## config.mk

```make
export PLATFORM = sky130hd
export DESIGN_NAME = weighted_rr_scheduler
export DESIGN_NICKNAME = d
export VERILOG_FILES = /design/src/rtl/weighted_rr_scheduler.sv
export SDC_FILE = /design/constraint.sdc
export NUM_CORES = 1
export LEC_CHECK = 0
export ABC_AREA = 1
export CELL_PAD_IN_SITES_DETAIL_PLACEMENT = 1
export CELL_PAD_IN_SITES_GLOBAL_PLACEMENT = 1
export CORE_ASPECT_RATIO = 1.25
export CORE_MARGIN = 2
export CORE_UTILIZATION = 21
export CTS_CLUSTER_DIAMETER = 60
export DETAILED_ROUTE_END_ITERATION = 10
export GPL_ROUTABILITY_DRIVEN = 0
export GPL_TIMING_DRIVEN = 0
export PLACE_DENSITY_LB_ADDON = 0.1
export RECOVER_POWER = 100
export SLEW_MARGIN = 20
export SYNTH_ARGS = -nofsm -noshare
export SYNTH_HDL_FRONTEND = slang
export SYNTH_SLANG_ARGS = --single-unit
```

## constraint.sdc

```tcl
create_clock -name clk -period 9.43 [get_ports clk]
set_input_delay 1.886 -clock clk [delete_from_list [all_inputs] [get_ports clk]]
set_output_delay 1.886 -clock clk [all_outputs]
set_load 0.02 [all_outputs]
```

## src/rtl/weighted_rr_scheduler.sv

```systemverilog
// Purpose: shares one downstream valid/ready stream between N requesters, round robin, weight[i] beats per turn.
// Latency: grant registered one cycle after the first request; datapath owner->downstream is combinational.
// Backpressure: m_ready low stalls the owner (grant and quantum held); only the owner's s_ready follows m_ready.
module weighted_rr_scheduler #(
    parameter int N  = 4,
    parameter int DW = 32,
    parameter int WW = 4
) (
    input  logic                          clk,
    input  logic                          rst_n,
    input  logic [N-1:0]                  s_valid,
    input  logic [N*DW-1:0]               s_data,
    output logic [N-1:0]                  s_ready,
    input  logic [N*WW-1:0]               weight,
    output logic                          m_valid,
    output logic [DW-1:0]                 m_data,
    input  logic                          m_ready,
    output logic [N-1:0]                  grant,
    output logic [((N > 1) ? $clog2(N) : 1)-1:0] m_src
);

    localparam int IW = (N > 1) ? $clog2(N) : 1;

    typedef enum logic {IDLE, OWN} state_t;

    state_t        state;
    logic [WW-1:0] cnt;
    logic [IW-1:0] ptr;

    logic          win_vld;
    logic [IW-1:0] win_idx;
    logic [N-1:0]  win_oh;
    logic [WW-1:0] win_wt;
    logic [WW-1:0] win_cnt;
    int            best_dist;

    logic          beat;
    logic          rel_now;

    // Round-robin pick: the valid requester closest after ptr wins; ptr itself is checked last.
    always_comb begin
        win_vld   = 1'b0;
        win_idx   = '0;
        win_oh    = '0;
        best_dist = N;
        for (int i = 0; i < N; i++) begin
            if (s_valid[i] && (((i + 2*N - int'(ptr) - 1) % N) < best_dist)) begin
                win_vld   = 1'b1;
                win_idx   = IW'(i);
                win_oh    = '0;
                win_oh[i] = 1'b1;
                best_dist = (i + 2*N - int'(ptr) - 1) % N;
            end
        end
    end

    // Quantum for the winner; a zero weight still grants one beat.
    always_comb begin
        win_wt = '0;
        for (int i = 0; i < N; i++) begin
            if (win_oh[i]) begin
                win_wt = weight[i*WW +: WW];
            end
        end
        win_cnt = (win_wt == '0) ? WW'(1) : win_wt;
    end

    // Zero-latency mux from the owner to the downstream port; idle drives everything low.
    always_comb begin
        m_valid = 1'b0;
        m_data  = '0;
        s_ready = '0;
        if (state == OWN) begin
            for (int i = 0; i < N; i++) begin
                if (grant[i]) begin
                    m_valid    = s_valid[i];
                    s_ready[i] = m_ready;
                    if (s_valid[i]) begin
                        m_data = s_data[i*DW +: DW];
                    end
                end
            end
        end
    end

    // Ownership ends on the last beat of the quantum or when the owner drops valid.
    always_comb begin
        beat    = m_valid & m_ready;
        rel_now = (state == OWN) && ((beat && (cnt == WW'(1))) || !m_valid);
    end

    // Ownership FSM: loads grant/quantum on a win, counts beats, hands over without a bubble.
    always_ff @(posedge clk or negedge rst_n) begin
        if (!rst_n) begin
            state <= IDLE;
            grant <= '0;
            m_src <= '0;
            cnt   <= '0;
            ptr   <= IW'(N - 1);
        end else begin
            case (state)
                IDLE: begin
                    if (win_vld) begin
                        state <= OWN;
                        grant <= win_oh;
                        m_src <= win_idx;
                        cnt   <= win_cnt;
                        ptr   <= win_idx;
                    end
                end
                OWN: begin
                    if (rel_now) begin
                        if (win_vld) begin
                            grant <= win_oh;
                            m_src <= win_idx;
                            cnt   <= win_cnt;
                            ptr   <= win_idx;
                        end else begin
                            state <= IDLE;
                            grant <= '0;
                            m_src <= '0;
                            cnt   <= '0;
                        end
                    end else if (beat) begin
                        cnt <= cnt - WW'(1);
                    end
                end
                default: begin
                    state <= IDLE;
                    grant <= '0;
                    m_src <= '0;
                    cnt   <= '0;
                end
            endcase
        end
    end

endmodule

```

# Yosys cells after proc, flatten, opt, wreduce, memory -nomap -nowiden

Cells that the tools add are included.

Flip-flop bits (word level): 13
Input bits: 151
Word-level logic and storage cells: 100

$lt $le $gt $ge: 4
Reductions and logical operators: 15
Muxes and demuxes: 57
Add/sub/neg operators: 9
Bitwise operators: 6
Equality and inequality tests: 4

Operators with widths:

| kind                                                                         | number |
|---|---|
| 32-bit 2-to-1 mux                                                            | 12 |
| 3-bit by 32-bit less-than comparator with 1-bit output                       | 3 |
| 4-bit 2-to-1 mux                                                             | 15 |
| 5-bit by 2-bit subtractor with 6-bit output, second input constant           | 4 |
| 4-bit by 2-bit subtractor with 5-bit output, first input constant            | 4 |
| 1-bit 2-to-1 mux                                                             | 17 |
| 2-bit 2-to-1 mux                                                             | 8 |
| 4-bit case mux with 2 select lines                                           | 2 |
| 2-bit case mux with 2 select lines                                           | 2 |
| 2-bit OR reduction                                                           | 4 |
| 1-bit logical AND                                                            | 6 |
| 1-bit AND                                                                    | 5 |
| 4-bit by 1-bit equality test with 1-bit output, second input constant        | 1 |
| 4-bit logical NOT                                                            | 1 |
| 3-bit by 4-bit less-than comparator with 1-bit output, second input constant | 1 |
| 2-bit AND reduction                                                          | 2 |
| 4-bit by 1-bit subtractor with 4-bit output, second input constant           | 1 |
| 3-bit by 1-bit inequality test with 1-bit output, second input constant      | 1 |
| 2-bit by 1-bit inequality test with 1-bit output, second input constant      | 1 |
| 2-bit inequality test, second input constant                                 | 1 |
| 1-bit case mux with 2 select lines                                           | 1 |
| 1-bit logical NOT                                                            | 1 |
| 1-bit logical OR                                                             | 1 |
| 1-bit inverter                                                               | 1 |

# Depth between registers and ports, before layout

Gate-level depths: netlist (run 1).

Word-level depth: 25
Mapped depth: 30
Mapped depth without buffers: 30

# Least setup slack after synthesis (run 1)

No wires, ideal clock.

Path type: input port to output port
Start point: input port s_valid[1]
End point: output port m_data[20]
Setup slack: 4.482 ns
Stages: 8
Data arrival time: 3.062 ns
Cell sequence: nand2_1 -> inv_1 -> nor2_1 -> clkbuf_1 -> nand2_1 -> nand3_1 -> o21ai_0 -> a21oi_1

Word-level cells in the longest chain between the ends: 7

RTL lines:

| element             | RTL line | RTL |
|---|---|---|
| start: declaration  | 11       | `input logic [N-1:0] s_valid,` |
| 32-bit 2-to-1 mux * | 78       | `if (s_valid[i]) begin` |
| 32-bit 2-to-1 mux * | 75       | `if (grant[i]) begin` |
| 32-bit 2-to-1 mux   | 78       |  |
| 32-bit 2-to-1 mux * | 75       |  |
| 32-bit 2-to-1 mux   | 78       |  |
| 32-bit 2-to-1 mux * | 75       |  |
| 32-bit 2-to-1 mux * | 73       | `if (state == OWN) begin` |
| end: declaration    | 16       | `output logic [DW-1:0] m_data,` |

Mark *: on every way between the ends. The rest lies on a longest branch, timed or not.

# Worst setup path after layout (run 1)

Start point: input port s_valid[0]
End point: output port m_data[4]

Word-level cells in the longest chain between the ends: 9

RTL lines:

| element             | RTL line |
|---|---|
| 32-bit 2-to-1 mux * | 78 |
| 32-bit 2-to-1 mux * | 75 |
| 32-bit 2-to-1 mux   | 78 |
| 32-bit 2-to-1 mux * | 75 |
| 32-bit 2-to-1 mux   | 78 |
| 32-bit 2-to-1 mux * | 75 |
| 32-bit 2-to-1 mux   | 78 |
| 32-bit 2-to-1 mux * | 75 |
| 32-bit 2-to-1 mux * | 73 |

Marks and branches as above.

==> results of run 1 <==
## routing by layer
| layer | track usage | wire [um] | up-vias |
|---|---|---|---|
| met1 | 0.229 | 4750 | 1590 |
| met2 | 0.381 | 6130 | 125 |
| met5 | 0 | 0 | - |
| li1 | - | - | 1719 |
| met3 | 0.0474 | 1050 | 18 |
| met4 | 0.0493 | 252 | 0 |
## metrics by stage
| stage | total power (uW) | cell area (um^2) | hold WS (ns) | cells |
|---|---|---|---|---|
| floorplan | 728 | 2240 | 0.534 | 393 |
| global placement | 1090 | 4340 | 0.473 | 718 |
| detailed placement | 1120 | 4340 | 0.480 | 718 |
| CTS | 1210 | 4420 | 0.492 | 722 |
| global route | 1230 | 4350 | 0.528 | 722 |
| finish | 1110 | 4350 | 0.475 | 722 |
## state kept, by name (all words and copies together), names as in the netlist
signal,cells
cnt,4
grant,4
m_src,2
ptr,2
state,1
## report_power, final
part	internal (uW)	switching (uW)	leakage, uW
logic	363	553	0.00175
registers	89.1	25.4	0.000155
clock network	56.4	23.7	0.0000409
total	508	602	0.00195
## cell type report
class,count,area [um^2],area share
well taps,132,165,0.0379
multi-input cells,327,1640,0.377
flip-flops and latches,13,328,0.0753
repair buffers,193,1930,0.444
clock buffers,3,75.1,0.0172
plain buffers,23,93.8,0.0216
clock inverters,1,5.00,0.00115
inverters,30,115,0.0264
## synthesized netlist by cell type
cell      instances
nand2_1         106
o21ai_0          74
nand3_1          42
a21oi_1          37
inv_1            28
clkbuf_1         22
nor2_1           21
dfrtp_1          11
ha_1             11
nand2_2           4
nand4_1           4
nor2_4            4
a22oi_1           2
a31oi_1           2
dfstp_2           2
nand3_2           2
nor3_1            2
o21ai_2           2
xor2_1            2
a211oi_1          1
a31o_2            1
and3_1            1
buf_6             1
inv_2             1
inv_4             1
nand2_4           1
nand2_8           1
nand3_4           1
nand3b_1          1
nor2_2            1
nor2_8            1
nor4b_2           1
o221ai_1          1
or2_1             1
## cells in the final DEF (no fill, tap or decap), types with 22 or more instances in the layout
master | synthesis | layout
nand2_1 | 106 | 111
a21oi_1 | 37 | 37
clkdlybuf4s50_1 | 0 | 148
clkbuf_1 | 22 | 22
o21ai_0 | 74 | 74
nand3_1 | 42 | 42
nor2_1 | 21 | 24
dlygate4sd3_1 | 0 | 45
inv_1 | 28 | 28
## worst max-delay path: cells and delay by family
family,cells,cell delay [ns]
buffers and inverters,3,1.84
and+or+nand+nor,4,0.62
AOI/OAI and AO/OA,2,0.26
## cell families (layout without fill, tap and decap cells)
family,after synthesis,count (layout)
simple gates,194,194
compound gates,120,120
buf+inv,53,250
flops,13,13
fa+ha+maj,11,11
xor+xnor,2,2
## how the worst min path moves through the flow
stage | slack [ns] | start | depth (start not counted) | end
6_report | 0.47 | m_src[1] | 2 | m_src[1]
3_5_place_dp | 0.48 | m_src[1] | 2 | m_src[1]
4_1_cts | 0.49 | m_src[1] | 2 | m_src[1]
2_1_floorplan | 0.53 | cnt[3] | 2 | cnt[3]
5_1_grt | 0.53 | m_src[1] | 2 | m_src[1]
3_3_place_gp | 0.47 | m_src[1] | 2 | m_src[1]
==> flow_metrics.py, run 1 <==
metrics = {
    "clock_tree": {
        "cts_tree": "done",
        "cts_buffer_depth": 2,
        "cts.sinks": 13,
        "cts_max_level": 1,
        "postCtsResizedCells": 0,
        "cts-root-buf": "clkbuf_16",
        "cts_inserted_buffers": 3,
        "cts_hold_buffers": 0,
        "postCtsSetupBuffers": 0,
        "insertion_delay_ns": 0.24,
        "clkTransAtPathRegs_ns": 0.05,
    },
    "critical_path": {
        "crit_arrival_ns": 4.61,
        "reg2reg_depth": 29,
        "crit_slowest_cell": "dlygate4sd3_1",
        "r2r_slack_ns": 4.55,
        "timing.rr.start": "ptr[0]",
        "r2r_end": "cnt[2]",
        "cp-start-kind": "input port",
        "crit_path_cell_trace": "dlygate4sd3_1 > nand2_1 > nor2_1 > clkbuf_1 > nand2_1 > nand3_1 > o21ai_0 > a21oi_1 > dlygate4sd3_1",
        "critical_path.startpoint": "s_valid[0]",
        "critPathCaptureType": "primary output",
        "critical_path_class": "in2out",
        "critPathCapture": "m_data[4]",
        "max_stage_delay_ns": 0.73,
        "cp.required_ns": 7.54,
        "path_max_fanout": 10,
    },
    "cells_and_area": {
        "layout-drive-gt1-share": 0.0322,
        "nets": 753,
        "fin_util": 0.414,
        "area_growth_pct": 94.4,
        "fill_cells": 1393,
        "antennaDiodeCount": 0,
    },
    "global_route": {
        "grt_pass1_wl_mm": 18.5,
        "grt_pass1_vias": 3622,
        "antenna_found_initial": 0,
        "grt_max_degree": 14,
        "overflow": 0,
        "grt.total_usage": 0.205,
    },
    "timing": {
        "worst_pin_slew_ns": 0.620,
        "setup_viol": 0,
        "post-route-min-period_ns": 6.50,
        "rsz0062_at_grt": "false",
        "clock.fmax_mhz": 154,
        "relSlewSlack": 0.586,
        "hold_viol": 0,
        "finalWorstSetupSlack_ns": 2.93,
        "tns_ns": 0,
        "period_share": 0.689,
        "clock_skew_ns": 0.000986,
        "finalMaxSlewViolations": 0,
    },
    "routing": {
        "wire_per_inst_um": 16.9,
        "wirelength_mm": 12.2,
        "dr.first_iter.drc_count": 72,
        "dr.pass1.iters": 4,
        "vias": 3452,
        "drc": 0,
        "via_per_inst": 4.78,
        "ant_nets": 0,
    },
    "synthesis": {
        "syn_nets": 555,
        "synth_area_leaders": "nand2_1 18%, o21ai_0 17%, dfrtp_1 12%",
        "synth-seq-cells": 13,
        "synth-simple-area-share": 0.412,
        "synthMuxAreaShare": 0,
        "synth_top_family_by_area": "simple AND/OR/NAND/NOR gates",
        "synth_cell_types": 34,
        "avgSynthCellArea_um2": 5.70,
        "synth-xor-area-share": 0.00782,
        "synth-adder-area-share": 0.0615,
        "syn_inst": 393,
        "synth.yosys.seq_area_share": 0.146,
        "yosysWarnings": 0,
        "synth_top_cell_by_area": "nand2_1",
        "synth_compound_area_frac": 0.279,
        "synth_top_area_share": 0.178,
        "synth_area_mm2": 0.00224,
    },
    "floorplanning": {
        "die_h_um": 119,
        "chipWidth_um": 96.4,
        "die-area_mm2": 0.0115,
        "start_util": 0.213,
        "rows": 42,
        "core_mm2": 0.0105,
        "num_io_pins": 194,
    },
    "place": {
        "place_ws_ns": 2.96,
        "numPortBuffers": 193,
        "place_hpwl_mm": 10.2,
    },
    "power": {
        "p_leak_uw": 0.00195,
        "vdd_drop_max_mv": 0.193,
        "p_per_area_mw_per_mm2": 255,
    },
    "run": {
        "maxCapViolCount": 0,
    },
    "min_path": {
        "hp-class": "reg2reg",
    },
    "run_status": {
        "status": "complete, no violations",
    },
}
Note: power is estimated with default switching activity, not from simulation.
==> inputs of run 2 (changes only) <==
--- a/config.mk
+++ b/config.mk
@@ -10,7 +10,7 @@
 export CELL_PAD_IN_SITES_GLOBAL_PLACEMENT = 1
 export CORE_ASPECT_RATIO = 1.25
 export CORE_MARGIN = 2
-export CORE_UTILIZATION = 21
+export CORE_UTILIZATION = 18
 export CTS_CLUSTER_DIAMETER = 60
 export DETAILED_ROUTE_END_ITERATION = 10
 export GPL_ROUTABILITY_DRIVEN = 0
==> constraint.sdc (replaced) <==
create_clock -name clk -period 5.55 [get_ports clk]
set_input_delay 1.11 -clock clk [delete_from_list [all_inputs] [get_ports clk]]
set_output_delay 1.11 -clock clk [all_outputs]
set_load 0.02 [all_outputs]
==> flow_metrics.py, run 2 (synthesis results as in run 1) <==
metrics = {
    "power": {
        "p_per_area_mw_per_mm2": 440,
        "vdd_drop_max_mv": 0.236,
        "power_switching_uw": 1070,
        "clkPwrFrac": 0.073,
        "p_int_uw": 878,
        "p_leak_uw": 0.00196,
        "comb_power_share": 0.827,
        "p_seq_frac": 0.100,
        "switching_share": 0.549,
    },
    "cells_and_area": {
        "nets": 753,
        "layout-drive-gt1-share": 0.0339,
        "final_cell_mix": "148 x clkdlybuf4s50_1, 110 x nand2_1, 74 x o21ai_0",
        "fin_util": 0.364,
        "layout_commonest_cell": "clkdlybuf4s50_1",
        "area_growth_pct": 97.6,
        "antennaDiodeCount": 0,
        "final_cell_area_mm2": 0.00443,
        "reg_top3": "cnt (4), grant (4)",
    },
    "global_route": {
        "grt.total_usage": 0.185,
        "grt_use_met1": 0.221,
        "use_met3": 0.0243,
        "grt_busiest_layer": "met2",
        "antenna_found_initial": 0,
        "grt_pass1_wl_mm": 19.8,
        "grt_max_degree": 14,
        "overflow": 0,
        "grt_pass1_vias": 3620,
        "grt_util_met2": 0.361,
    },
    "clock_tree": {
        "clkTransAtPathRegs_ns": 0.05,
        "insertion_delay_ns": 0.25,
        "postCtsResizedCells": 0,
        "postCtsSetupBuffers": 0,
        "cts_max_level": 1,
        "cts_buffer_depth": 2,
        "cts_inserted_buffers": 3,
        "cts.sinks": 13,
        "cts-root-buf": "clkbuf_16",
        "cts_hold_buffers": 0,
        "cts_tree": "done",
    },
    "min_path": {
        "hold_depth": 2,
        "hp-start": "m_src[0]",
        "hp-class": "reg2reg",
        "whs_endpoint": "m_src[0]",
    },
    "timing": {
        "clock_skew_ns": 0.00543,
        "setup_viol": 0,
        "post-route-min-period_ns": 4.95,
        "period_share": 0.891,
        "hold_viol": 0,
        "rsz0062_at_grt": "false",
        "finalWorstSetupSlack_ns": 0.603,
        "relSlewSlack": 0.540,
        "clock.fmax_mhz": 202,
        "tns_ns": 0,
        "worst_pin_slew_ns": 0.687,
        "finalMaxSlewViolations": 0,
    },
    "place": {
        "numPortBuffers": 193,
        "placed_cell_area_mm2": 0.00438,
        "place_ws_ns": 0.666,
        "place_hpwl_mm": 10.5,
    },
    "routing": {
        "dr.pass1.iters": 4,
        "wire_per_inst_um": 16.9,
        "vias": 3442,
        "dr.first_iter.drc_count": 96,
        "wirelength_mm": 12.8,
        "ant_nets": 0,
        "via_per_inst": 4.56,
        "drc": 0,
    },
    "critical_path": {
        "r2r_end": "cnt[2]",
        "r2r_slack_ns": 0.94,
        "crit_arrival_ns": 3.84,
        "path_max_fanout": 10,
        "cp.required_ns": 4.44,
        "cp-start-kind": "input port",
        "critPathCaptureType": "primary output",
        "critical_path_class": "in2out",
        "timing.rr.start": "ptr[0]",
        "reg2reg_depth": 29,
    },
    "run_status": {
        "status": "complete, no violations",
    },
    "floorplanning": {
        "start_util": 0.184,
        "chipWidth_um": 104,
        "die_h_um": 129,
        "core_mm2": 0.0122,
        "num_io_pins": 194,
        "rows": 45,
        "die-area_mm2": 0.0134,
    },
    "run": {
        "maxCapViolCount": 0,
    },
}
## run 2: worst max path at each step
| stage | slack (ns) | depth (start not counted) | startpoint | to |
|---|---|---|---|---|
| 5_1_grt | 0.24 | 27 | s_valid[0] | cnt[2] |
| 2_1_floorplan | 1.93 | 28 | ptr[0] | cnt[2] |
| 4_1_cts | 0.66 | 9 | s_valid[0] | m_data[3] |
| 3_3_place_gp | 0.69 | 9 | s_valid[0] | m_data[3] |
| 3_5_place_dp | 0.67 | 9 | s_valid[0] | m_data[0] |
| 6_report | 0.60 | 9 | s_valid[0] | m_data[11] |
## run 2: final cells by class
type | instances | area, um^2
Buffer | 23 | 93.8
Multi-Input combinational cell | 327 | 1670
Sequential cell | 13 | 328
Tap cell | 164 | 205
Timing Repair Buffer | 193 | 1930
Fill cell | 1562 | 7740
Clock buffer | 4 | 78.8
Inverter | 30 | 115
## run 2: worst max-delay path, stage by stage
cell and delay [ns]:
dlygate4sd3_1 0.64, nand2_1 0.11, nor2_1 0.36, clkbuf_1 0.47, nand2_1 0.10, nand3_1 0.09
o21ai_0 0.11, a21oi_1 0.15, dlygate4sd3_1 0.70
## run 2: through the flow
stage / hold slack [ns] / std cells / total power, uW
after CTS: 0.491 / 754 / 2070
after detailed placement: 0.472 / 750 / 1910
after global placement: 0.463 / 750 / 1880
after floorplan: 0.534 / 393 / 1240
final: 0.483 / 754 / 1950
after global routing: 0.516 / 754 / 2130
## run 2: metal layers
layer  part of all wire  up-vias
li1                   -     1715
met1               0.43     1601
met2               0.52      117
met3              0.044        9
met4             0.0093        0
met5                  0        -
## run 2: power by group through the flow
stage	sequential (uW)	clock, uW	combinational [uW]
floorplan	204	0	1030
global placement	194	0	1680
detailed placement	197	0	1720
CTS	196	143	1730
global route	202	147	1780
finish	195	142	1610
